[src/rtl/inst_queue.sv]
// Instruction queue between fetch and the register file: a circular FIFO of
// {inst, pc, pd} whose head entry is decoded and issued on registered outputs.
package inst_queue_pkg;
  typedef enum logic [5:0] {
    OP_NOP = 6'd0,
    OP_LUI, OP_AUIPC, OP_JAL, OP_JALR,
    OP_BEQ, OP_BNE, OP_BLT, OP_BGE, OP_BLTU, OP_BGEU,
    OP_LB, OP_LH, OP_LW, OP_LBU, OP_LHU,
    OP_SB, OP_SH, OP_SW,
    OP_ADDI, OP_SLTI, OP_SLTIU, OP_XORI, OP_ORI, OP_ANDI,
    OP_SLLI, OP_SRLI, OP_SRAI,
    OP_ADD, OP_SUB, OP_SLL, OP_SLT, OP_SLTU, OP_XOR, OP_SRL, OP_SRA, OP_OR, OP_AND
  } op_e;
endpackage

module inst_queue
  import inst_queue_pkg::*;
#(
  parameter int DEPTH = 16,
  parameter int PTR_W = 4
) (
  input  logic        clk,
  input  logic        rst,
  input  logic        rdy,
  input  logic        clr,
  input  logic        iIF_en,
  input  logic [31:0] iIF_inst,
  input  logic [31:0] iIF_pc,
  input  logic        iIF_pd,
  output logic        oIF_full,
  input  logic        iROB_full,
  input  logic        iRS_full,
  input  logic        iLSB_full,
  output logic        oRF_en,
  output logic [4:0]  oRF_rs1_regnm,
  output logic [4:0]  oRF_rs2_regnm,
  output logic [4:0]  oRF_rd_regnm,
  output logic [5:0]  oRF_op,
  output logic [31:0] oRF_pc,
  output logic [31:0] oRF_imm,
  output logic        oRF_pd
);

  typedef struct packed {
    logic [31:0] inst;
    logic [31:0] pc;
    logic        pd;
  } entry_t;

  localparam logic [PTR_W:0] FULL_CNT = (PTR_W + 1)'(DEPTH);

  entry_t           mem [DEPTH];
  logic [PTR_W-1:0] head, tail;
  logic [PTR_W:0]   count;
  logic             stall, push_fire, pop_fire;

  assign oIF_full  = (count == FULL_CNT);
  assign stall     = iROB_full | iRS_full | iLSB_full;
  // Fullness uses pre-edge count, so a push at DEPTH is dropped even alongside a pop.
  assign push_fire = !rst && !clr && rdy && iIF_en && !oIF_full;
  assign pop_fire  = !rst && !clr && rdy && (count != '0) && !stall;

  // NOTE: queue storage has no reset; head/tail/count alone define which entries are live.
  always_ff @(posedge clk) begin
    if (push_fire) mem[tail] <= '{inst: iIF_inst, pc: iIF_pc, pd: iIF_pd};
  end

  entry_t      hd;
  logic [31:0] ins;
  logic [6:0]  opc, f7;
  logic [2:0]  f3;
  logic [31:0] imm_i, imm_s, imm_b, imm_u, imm_j, imm_sh;

  assign hd     = mem[head];
  assign ins    = hd.inst;
  assign opc    = ins[6:0];
  assign f3     = ins[14:12];
  assign f7     = ins[31:25];
  assign imm_i  = {{20{ins[31]}}, ins[31:20]};
  assign imm_s  = {{20{ins[31]}}, ins[31:25], ins[11:7]};
  assign imm_b  = {{19{ins[31]}}, ins[31], ins[7], ins[30:25], ins[11:8], 1'b0};
  assign imm_u  = {ins[31:12], 12'b0};
  assign imm_j  = {{11{ins[31]}}, ins[31], ins[19:12], ins[20], ins[30:21], 1'b0};
  assign imm_sh = {27'b0, ins[24:20]};

  logic        d_legal;
  op_e         d_op;
  logic [4:0]  d_rs1, d_rs2, d_rd;
  logic [31:0] d_imm;

  always_comb begin
    d_legal = 1'b1;
    d_op    = OP_NOP;
    d_rs1   = ins[19:15];
    d_rs2   = ins[24:20];
    d_rd    = ins[11:7];
    d_imm   = '0;
    case (opc)
      7'b0110111: begin d_op = OP_LUI;   d_rs1 = '0; d_rs2 = '0; d_imm = imm_u; end
      7'b0010111: begin d_op = OP_AUIPC; d_rs1 = '0; d_rs2 = '0; d_imm = imm_u; end
      7'b1101111: begin d_op = OP_JAL;   d_rs1 = '0; d_rs2 = '0; d_imm = imm_j; end
      7'b1100111: begin
        d_op = OP_JALR; d_rs2 = '0; d_imm = imm_i; d_legal = (f3 == 3'b000);
      end
      7'b1100011: begin
        d_rd = '0; d_imm = imm_b;
        case (f3)
          3'b000:  d_op = OP_BEQ;
          3'b001:  d_op = OP_BNE;
          3'b100:  d_op = OP_BLT;
          3'b101:  d_op = OP_BGE;
          3'b110:  d_op = OP_BLTU;
          3'b111:  d_op = OP_BGEU;
          default: d_legal = 1'b0;
        endcase
      end
      7'b0000011: begin
        d_rs2 = '0; d_imm = imm_i;
        case (f3)
          3'b000:  d_op = OP_LB;
          3'b001:  d_op = OP_LH;
          3'b010:  d_op = OP_LW;
          3'b100:  d_op = OP_LBU;
          3'b101:  d_op = OP_LHU;
          default: d_legal = 1'b0;
        endcase
      end
      7'b0100011: begin
        d_rd = '0; d_imm = imm_s;
        case (f3)
          3'b000:  d_op = OP_SB;
          3'b001:  d_op = OP_SH;
          3'b010:  d_op = OP_SW;
          default: d_legal = 1'b0;
        endcase
      end
      7'b0010011: begin
        d_rs2 = '0; d_imm = imm_i;
        case (f3)
          3'b000: d_op = OP_ADDI;
          3'b010: d_op = OP_SLTI;
          3'b011: d_op = OP_SLTIU;
          3'b100: d_op = OP_XORI;
          3'b110: d_op = OP_ORI;
          3'b111: d_op = OP_ANDI;
          3'b001: begin d_op = OP_SLLI; d_imm = imm_sh; d_legal = (f7 == 7'h00); end
          default: begin
            d_imm = imm_sh;
            if (f7 == 7'h00)      d_op = OP_SRLI;
            else if (f7 == 7'h20) d_op = OP_SRAI;
            else                  d_legal = 1'b0;
          end
        endcase
      end
      7'b0110011: begin
        case ({f7, f3})
          {7'h00, 3'b000}: d_op = OP_ADD;
          {7'h20, 3'b000}: d_op = OP_SUB;
          {7'h00, 3'b001}: d_op = OP_SLL;
          {7'h00, 3'b010}: d_op = OP_SLT;
          {7'h00, 3'b011}: d_op = OP_SLTU;
          {7'h00, 3'b100}: d_op = OP_XOR;
          {7'h00, 3'b101}: d_op = OP_SRL;
          {7'h20, 3'b101}: d_op = OP_SRA;
          {7'h00, 3'b110}: d_op = OP_OR;
          {7'h00, 3'b111}: d_op = OP_AND;
          default:         d_legal = 1'b0;
        endcase
      end
      default: d_legal = 1'b0;
    endcase
    if (!d_legal) begin
      d_op  = OP_NOP;
      d_rs1 = '0;
      d_rs2 = '0;
      d_rd  = '0;
      d_imm = '0;
    end
  end

  always_ff @(posedge clk) begin
    if (rst || clr) begin
      head <= '0;
      tail <= '0;
      count <= '0;
    end else begin
      if (push_fire) tail <= tail + 1'b1;
      if (pop_fire)  head <= head + 1'b1;
      case ({push_fire, pop_fire})
        2'b10:   count <= count + 1'b1;
        2'b01:   count <= count - 1'b1;
        default: count <= count;
      endcase
    end
  end

  // Outputs are zero on every cycle that does not carry a legal issued instruction.
  always_ff @(posedge clk) begin
    if (pop_fire && d_legal) begin
      oRF_en        <= 1'b1;
      oRF_rs1_regnm <= d_rs1;
      oRF_rs2_regnm <= d_rs2;
      oRF_rd_regnm  <= d_rd;
      oRF_op        <= d_op;
      oRF_pc        <= hd.pc;
      oRF_imm       <= d_imm;
      oRF_pd        <= hd.pd;
    end else begin
      oRF_en        <= 1'b0;
      oRF_rs1_regnm <= '0;
      oRF_rs2_regnm <= '0;
      oRF_rd_regnm  <= '0;
      oRF_op        <= '0;
      oRF_pc        <= '0;
      oRF_imm       <= '0;
      oRF_pd        <= 1'b0;
    end
  end

endmodule

[config.mk]
export PLATFORM = sky130hd
export DESIGN_NAME = inst_queue
export DESIGN_NICKNAME = d
export VERILOG_FILES = /design/src/rtl/inst_queue.sv
export SDC_FILE = /design/constraint.sdc
export NUM_CORES = 1
export LEC_CHECK = 0
export ABC_AREA = 1
export ABC_CLOCK_PERIOD_IN_PS = 5400
export CAP_MARGIN = 20
export CORE_MARGIN = 4
export CORE_UTILIZATION = 45
export DETAILED_ROUTE_END_ITERATION = 6
export GPL_ROUTABILITY_DRIVEN = 1
export GPL_TIMING_DRIVEN = 1
export PLACE_DENSITY = 0.63
export SETUP_SLACK_MARGIN = 0.5
export SYNTH_ARGS = -nofsm -noshare
export SYNTH_HDL_FRONTEND = slang
export SYNTH_SLANG_ARGS = --single-unit
[constraint.sdc]
create_clock -name clk -period 5.4 [get_ports clk]
set_input_delay 1.08 -clock clk [delete_from_list [all_inputs] [get_ports clk]]
set_output_delay 1.08 -clock clk [all_outputs]
set_load 0.005 [all_outputs]
Yosys cells after proc, flatten, opt, wreduce, memory -nomap -nowiden:

Memory sizes are Yosys's and may differ from the RTL's. A register that Yosys moved wholly into a read port is not among the register bits.
Index checks and enable logic that the tools add are counted.

* bitwise logic cells: 4
* add/sub/neg operators: 4
* reduce and logical (&&, ||, !) cells: 29
* muxes and demuxes: 24
* eq/ne operators: 29

Operators with widths (count)
* $pmux 32 s6: 1
* $pmux 6 s10: 1
* $pmux 6 s9: 1
* $eq 10x3->1 const B: 4
* $pmux 5 s7: 1
* $mux 32: 1
* $eq 7x6->1 const B: 4
* $pmux 4 s6: 1
* $eq 7x7->1 const B: 3
* $eq 10x2->1 const B: 2
* $eq 10x9->1 const B: 2
* $pmux 4 s5: 1
* $pmux 5 s3: 1
* $eq 7x5->1 const B: 2
* $eq 3x3->1 const B: 4
* $reduce_or 6->1: 2
* $eq 10x1->1 const B: 1
* $logic_not 10->1: 1
* $mux 5: 2
* $pmux 5 s2: 1
* $reduce_or 10->1: 1
* $reduce_or 5->1: 2
* $mux 1: 9
* $add 4x1->4 const B: 2
* 25 further kinds: 40

* memories kept: 1
* bits in writable memories: 1040
* bits of input ports: 73
* bits in registers: 100

Memories
* mem: depth 16, bits a word 65, rd ports 1, clocked after memory_dff 1, write ports 1, RTL line 52 `entry_t mem [DEPTH];`

Depth between registers and ports, before layout:

Gate-level depths: netlist of run 1.

* depth after elaboration: 8
* mapped depth: 23
* mapped depth without buffers: 20

Least setup slack after synthesis of run 1:

OpenSTA, ideal clock, no wires.

* path type: input port to flip-flop
* start point: input clr
* end point: memory mem[11][0] (netlist bit), enable pin
* setup time: 489 ps
* data required time: 4911 ps
* arrival time: 4893 ps
* setup slack: 19 ps
* stages: 5
* path buffers: 0
* path through: nor2_1 nand2_1 nor3_1 nand2_1 nor2_1

* word-level cells in the longest chain between the ends: 7

Ends and longest elaborated chain
* start, declared: RTL line 25 `input logic clr,`
* $logic_not 1->1: RTL line 60 `assign push_fire = !rst && !clr && rdy && iIF_en && !oIF_full;`
* $logic_and 1x1->1 (4 in a row): RTL line 60
* $mux 1: RTL line 65 `if (push_fire) mem[tail] <= '{inst: iIF_inst, pc: iIF_pc, pd: iIF_pd};`
* $mux 1 (not written as such): RTL line 65
* end, declared: RTL line 52

No other way between the ends.

==> impl_metrics.yaml, run 1 <==
clock_tree:
  cts_tree: "yes"
  clock_sinks: 1144
  clock_path_buffers: 3
  path_clk_slew_ns: 0.06
  hold_buffers: 0
  insertion_delay_ns: 0.71
  post-cts-setup-buffer-count: 0
  ctsResizeCount: 0
  htree_num_levels: 3
  cts-buffers-inserted: 113
  root_buffer: "clkbuf_16"
cells_and_area:
  stdcell_count: 5077
  seq_area_um2: 33330
  fill_cells: 8177
  layout-drive-gt1-share: 0.07711
  multi_input_area_um2: 9971
  nNetsFinal: 3771
  syn_to_final_growth_pct: 15.00
  utilization: 0.5222
global_routing:
  antenna_found_initial: 6
  globalRouteOverflowTotal: 0
  grt_max_degree: 253
  grt_util_all_layers: 0.2049
  grt_pass1_wl_mm: 164.7
  grt_pass1_vias: 27060
route:
  postRouteAntennaNets: 0
  via_per_inst: 5.535
  vias: 28100
  drcViolationCount: 0
  wirelength_mm: 108.5
  wire_per_inst_um: 21.37
  drtPass1Iterations: 6
  drtIter0Drc: 2533
timing:
  final.setup.tns_ns: 0
  fmax_mhz: 234.7
  finalHoldViolations: 0
  period_share: 0.7890
  slew_violations: 0
  period_needed_ns: 4.261
  finalSetupViolCount: 0
  rsz0062_at_grt: "false"
  skew_ns: 0.04235
  slew_headroom: 0.3681
  max_slew.worst_pin.slew_ns: 0.9479
  setup_ws_ns: 1.139
setup_path:
  crit_required_ns: 5.96
  end_kind: "flop"
  critPathKind: "flop to flop"
  crit_fanout: 72
  critPathLaunchType: "flop"
  worst-endpoint-arrival_ns: 4.82
die:
  rows: 115
  die_y_um: 323.4
  ios: 161
  dieArea_um2: 104600
  start_util: 0.4541
  core_um2: 98560
  die_w_um: 323.4
place:
  dp_slack_ns: 1.184
  place.gp.congestion: 0.8347
  portBuffers: 160
  dp_hpwl_mm: 57.07
  dp.cells: 4860
pwr:
  powerDensity_nw_per_um2: 344.3
  p_leak_nw: 17.51
  power_w: 0.01772
  ir_worst_vdd_uv: 270.8
synthesis:
  yosysSeqAreaShare: 0.7443
  synth_nets: 3665
  synth_area_um2: 44760
  synthFlopType: "edfxtp_1"
  ys_types: 45
  synth_cells: 3582
  yosysWarnings: 0
  postSynth.asyncResetShare: 0
  avgSynthCellArea_um2: 12.50
  synth-edff-count: 1040
  synth-seq-cells: 1144
flow_run:
  cap_violations: 0
worst_hold_path:
  hold_path.class: "flop to flop"
run_status:
  status: "complete, no violations"
==> worst max-delay path, cell delays in order, from the launching register on <==
cell and delay (ns):
dfxtp_4 0.61, buf_4 0.67, nor2_1 0.11, nor2_1 0.12, o21ai_1 0.09, nand3_1 0.11
nand3_1 0.09, nand2_1 0.25, nor2_1 0.12, nand3_2 0.23, nand2_2 0.29, nor2_1 0.19
nand3_1 0.09, nor2_1 0.18, nand2_4 0.10, nand2_4 0.40, buf_4 0.34, nor2_1 0.06
==> logic make-up after synthesis <==
group,share of synthesized area
AND/OR/NAND/NOR,0.1193
flip-flops,0.7443
AO/OA/AOI/OAI,0.09731
buffers and inverters,0.03575
adder cells (fa/ha/maj),0.002963
XOR/XNOR,0.0003914
==> layout make-up <==
cell class | instances | area share
antenna | 3 | 0.0001458
clock buffer | 158 | 0.06060
clock inverter | 56 | 0.01211
inverter | 155 | 0.01181
multi-input combinational | 2060 | 0.1937
sequential | 1144 | 0.6475
tap | 1287 | 0.03128
timing repair buffer | 214 | 0.04288
==> power by group <==
| part | switching [W] | total, W | internal [W] |
|---|---|---|---|
| Clock | 0.00331 | 0.00784 | 0.00453 |
| Sequential | 0.00000279 | 0.00966 | 0.00966 |
| Combinational | 0.000161 | 0.000225 | 0.0000639 |
| Total | 0.00347 | 0.0177 | 0.0143 |
==> metal layers <==
metal	GRT usage	vias to the layer above	part of all wire
met5	0	-	0.00027
met4	0.05790	4	0.024
met3	0.03097	183	0.061
met2	0.3447	876	0.49
met1	0.2795	13930	0.43
li1	-	13110	-
==> sequential cells by signal (all words and copies together), names as in the netlist, named ones only <==
register	count
oRF_rs2_regnm	5
oRF_en	1
oRF_imm	32
head	4
oRF_rd_regnm	5
oRF_rs1_regnm	5
oRF_pc	32
oRF_op	6
count	5
oRF_pd	1
mem	1040
tail	4
==> Yosys cell counts, drive strengths merged, types with 4 or more instances <==
library cell | count | share of area
buf | 69 | 0.0097
nand2 | 452 | 0.039
nor2 | 655 | 0.056
nand3 | 168 | 0.019
dfxtp | 104 | 0.047
a22oi | 4 | 0.00067
nor3 | 22 | 0.0037
o211ai | 23 | 0.0039
o221ai | 118 | 0.023
edfxtp | 1040 | 0.70
or2 | 5 | 0.00070
clkbuf | 154 | 0.013
a21oi | 24 | 0.0029
o21ai | 470 | 0.053
o22ai | 61 | 0.0085
ha | 9 | 0.0025
a31oi | 33 | 0.0046
inv | 155 | 0.013
nand4 | 5 | 0.00070
==> metrics by stage <==
step | hold WS, ns | instance area [um^2]
after floorplan | 0.4435 | 44760
after global placement | 0.4580 | 47720
after detailed placement | 0.4690 | 47720
after CTS | 0.4801 | 51470
after global routing | 0.5011 | 51470
final | 0.4797 | 51470
==> layout by cell type (no fill, tap or decap), drive strengths merged <==
| cell type | instances |
|---|---|
| a22oi | 4 |
| or2 | 5 |
| clkdlybuf4s50 | 160 |
| or3 | 1 |
| fa | 1 |
| nand4 | 5 |
| nand2 | 452 |
| nor2 | 655 |
| clkbuf | 158 |
| clkinvlp | 8 |
| clkinv | 35 |
| a211oi | 2 |
| nand3b | 1 |
| o21bai | 1 |
| a2111oi | 1 |
| diode | 3 |
| xnor2 | 2 |
| o211ai | 23 |
| edfxtp | 1040 |
| a21oi | 24 |
| o221ai | 118 |
| o22ai | 61 |
| o21ai | 470 |
| a31oi | 33 |
| dfxtp | 104 |
| a2bb2oi | 1 |
| ha | 9 |
| buf | 54 |
| nand3 | 168 |
| inv | 158 |
| nor4 | 1 |
| nor3 | 22 |
| bufinv | 10 |
==> worst paths after layout <==
check	end	cells past startpoint	slack [ns]	from
worst max-delay path	oRF_op[3]	17	1.14	flop
worst min-delay path	flop	2	0.48	head[2]
worst max register to register	oRF_op[3]	17	1.14	flop
worst min register to register	flop	2	0.48	head[2]
(Power assumes the default switching activity.)
==> run 2: changes to the inputs <==
--- a/config.mk
+++ b/config.mk
@@ -6,7 +6,7 @@
 export NUM_CORES = 1
 export LEC_CHECK = 0
 export ABC_AREA = 1
-export ABC_CLOCK_PERIOD_IN_PS = 5400
+export ABC_CLOCK_PERIOD_IN_PS = 3650
 export CAP_MARGIN = 20
 export CORE_MARGIN = 4
 export CORE_UTILIZATION = 45
==> constraint.sdc (replaced) <==
create_clock -name clk -period 3.65 [get_ports clk]
set_input_delay 0.73 -clock clk [delete_from_list [all_inputs] [get_ports clk]]
set_output_delay 0.73 -clock clk [all_outputs]
set_load 0.005 [all_outputs]
==> impl_metrics.yaml, run 2 (synthesis results as in run 1) <==
route:
  postRouteAntennaNets: 0
  wirelength_mm: 113.8
  via_per_inst: 5.573
  vias: 28600
  drtIter0Drc: 2862
  drtPass1Iterations: 7
  wire_per_inst_um: 22.18
  drcViolationCount: 0
run_status:
  status: "complete, no violations"
cells_and_area:
  nNetsFinal: 3826
  layout_commonest_cell: "edfxtp_1"
  layout-drive-gt1-share: 0.09219
  largest_reg_flops: 1040
  largest-register: "mem"
  layout_common_cells: "edfxtp_1 (1040), nor2_1 (623), o21ai_0 (452), nand2_1 (435), nand3_1 (165)"
  biggestRegsByFlops: "mem: 1040 flops, oRF_imm: 32 flops, oRF_pc: 32 flops"
  syn_to_final_growth_pct: 16.64
timing:
  fmax_mhz: 327.5
  period_share: 0.8367
  setup_ws_ns: 0.5962
  period_needed_ns: 3.054
  finalHoldViolations: 0
  finalSetupViolCount: 0
  final.setup.tns_ns: 0
  slew_headroom: 0.3316
  skew_ns: 0.03162
  max_slew.worst_pin.slew_ns: 1.003
  hold_ws_ns: 0.4752
  slew_violations: 0
  rsz0062_at_grt: "true"
global_routing:
  grt_pass1_vias: 27390
  grt_pass1_wl_mm: 169.3
  globalRouteOverflowTotal: 0
  antenna_found_initial: 7
  grt_util_all_layers: 0.2133
  grt_max_degree: 189
clock_tree:
  clock_path_buffers: 3
  cts_tree: "yes"
  clock_sinks: 1144
  htree_num_levels: 3
  insertion_delay_ns: 0.69
  root_buffer: "clkbuf_16"
  cts-buffers-inserted: 112
  path_clk_slew_ns: 0.06
pwr:
  p_leak_nw: 17.83
  powerDensity_nw_per_um2: 495.1
  ir_worst_vdd_uv: 442.8
setup_path:
  end_kind: "flop"
  worst-endpoint-arrival_ns: 3.63
  critPathKind: "flop to flop"
  crit_required_ns: 4.23
  crit_fanout: 20
  critPathLaunchType: "flop"
die:
  dieArea_um2: 104600
  rows: 115
  die_y_um: 323.4
  core_um2: 98560
  die_w_um: 323.4
  ios: 161
  start_util: 0.4541
worst_hold_path:
  hold_path.class: "flop to flop"
place:
  portBuffers: 160
  dp_slack_ns: 0.2952
  dp_hpwl_mm: 56.69
  place.gp.congestion: 0.9058
flow_run:
  cap_violations: 0
-- run 2: cell count changes in the layout (fill, tap and decap cells not counted), sizes merged, moves of 3 or more --
| cell | before | now |
|---|---|---|
| clkinv | 35 | 27 |
| inv | 158 | 161 |
| buf | 54 | 103 |
| clkbuf | 158 | 175 |
| bufinv | 10 | 4 |
| clkinvlp | 8 | 4 |
-- run 2: path summary, 6_finish.rpt --
kind,slack (ns),from,depth (start not counted),end
min,0.48,head[2],2,flop
max reg2reg,0.60,flop,17,oRF_rd_regnm[0]
max,0.60,flop,17,oRF_rd_regnm[0]
min reg2reg,0.48,head[2],2,flop
-- run 2: final cells by class --
cell class	instances	area (um^2)
Inverter	155	629.4
Fill cell	8159	46360
Timing Repair Buffer	267	2895
Timing Repair inverter	1	20.02
Sequential cell	1144	33330
Clock buffer	171	3272
Antenna cell	5	12.51
Tap cell	1287	1610
Clock inverter	40	346.6
Multi-Input combinational cell	2062	10090
-- run 2: repair_timing --
item | 4_1_cts | 5_1_grt
endpoints found under the setup margin | 39 | 87
buffers inserted | 1 | 16
hold buffers | 0 | 0
pin swaps | 0 | 6
gates cloned | 1 | 4
endpoints found under the hold margin | 0 | 0
resized for setup | 6 | 42
-- run 2: report_power, final --
| group | leakage [nW] | internal (W) | total (W) | switching [W] |
|---|---|---|---|---|
| registers | 10.2 | 0.0143 | 0.0143 | 0.00000403 |
| logic | 5.88 | 0.0000986 | 0.000321 | 0.000222 |
| clock network | 1.76 | 0.00647 | 0.0112 | 0.00477 |
| total | 17.8 | 0.0209 | 0.0258 | 0.00499 |
-- run 2: stage by stage --
step                      total power, W    util  instances  area (um^2)
after floorplan                  0.01464       -       3582        44900
after global placement           0.01488  0.4886       4894        48160
after detailed placement         0.01489  0.4886       4894        48160
after CTS                        0.02605  0.5258       5107        51820
after global routing             0.02662  0.5296       5128        52200
final                            0.02585  0.5297       5132        52210
-- run 2: metal layers --
metal	track usage	share of wire	routed length, um	vias up
met5	0	0.00030	34	-
li1	-	-	-	13240
met4	0.05701	0.021	2361	6
met3	0.03354	0.071	8087	163
met2	0.3583	0.49	55370	1039
met1	0.2917	0.42	48000	14160
-- run 2: critical path, cell delays in order, from the launching register on --
cell and delay (ns):
dfxtp_4 0.35, buf_12 0.14, buf_12 0.15, buf_4 0.16, or2_1 0.23, nand3_1 0.07, nand3_1 0.07, nand3_1 0.11
nand2_1 0.12, buf_4 0.21, nor2_1 0.29, o21ai_1 0.14, nand2_1 0.11, o21bai_2 0.10, nand2_4 0.13, nand2_8 0.13
buf_8 0.21, nor3_1 0.19
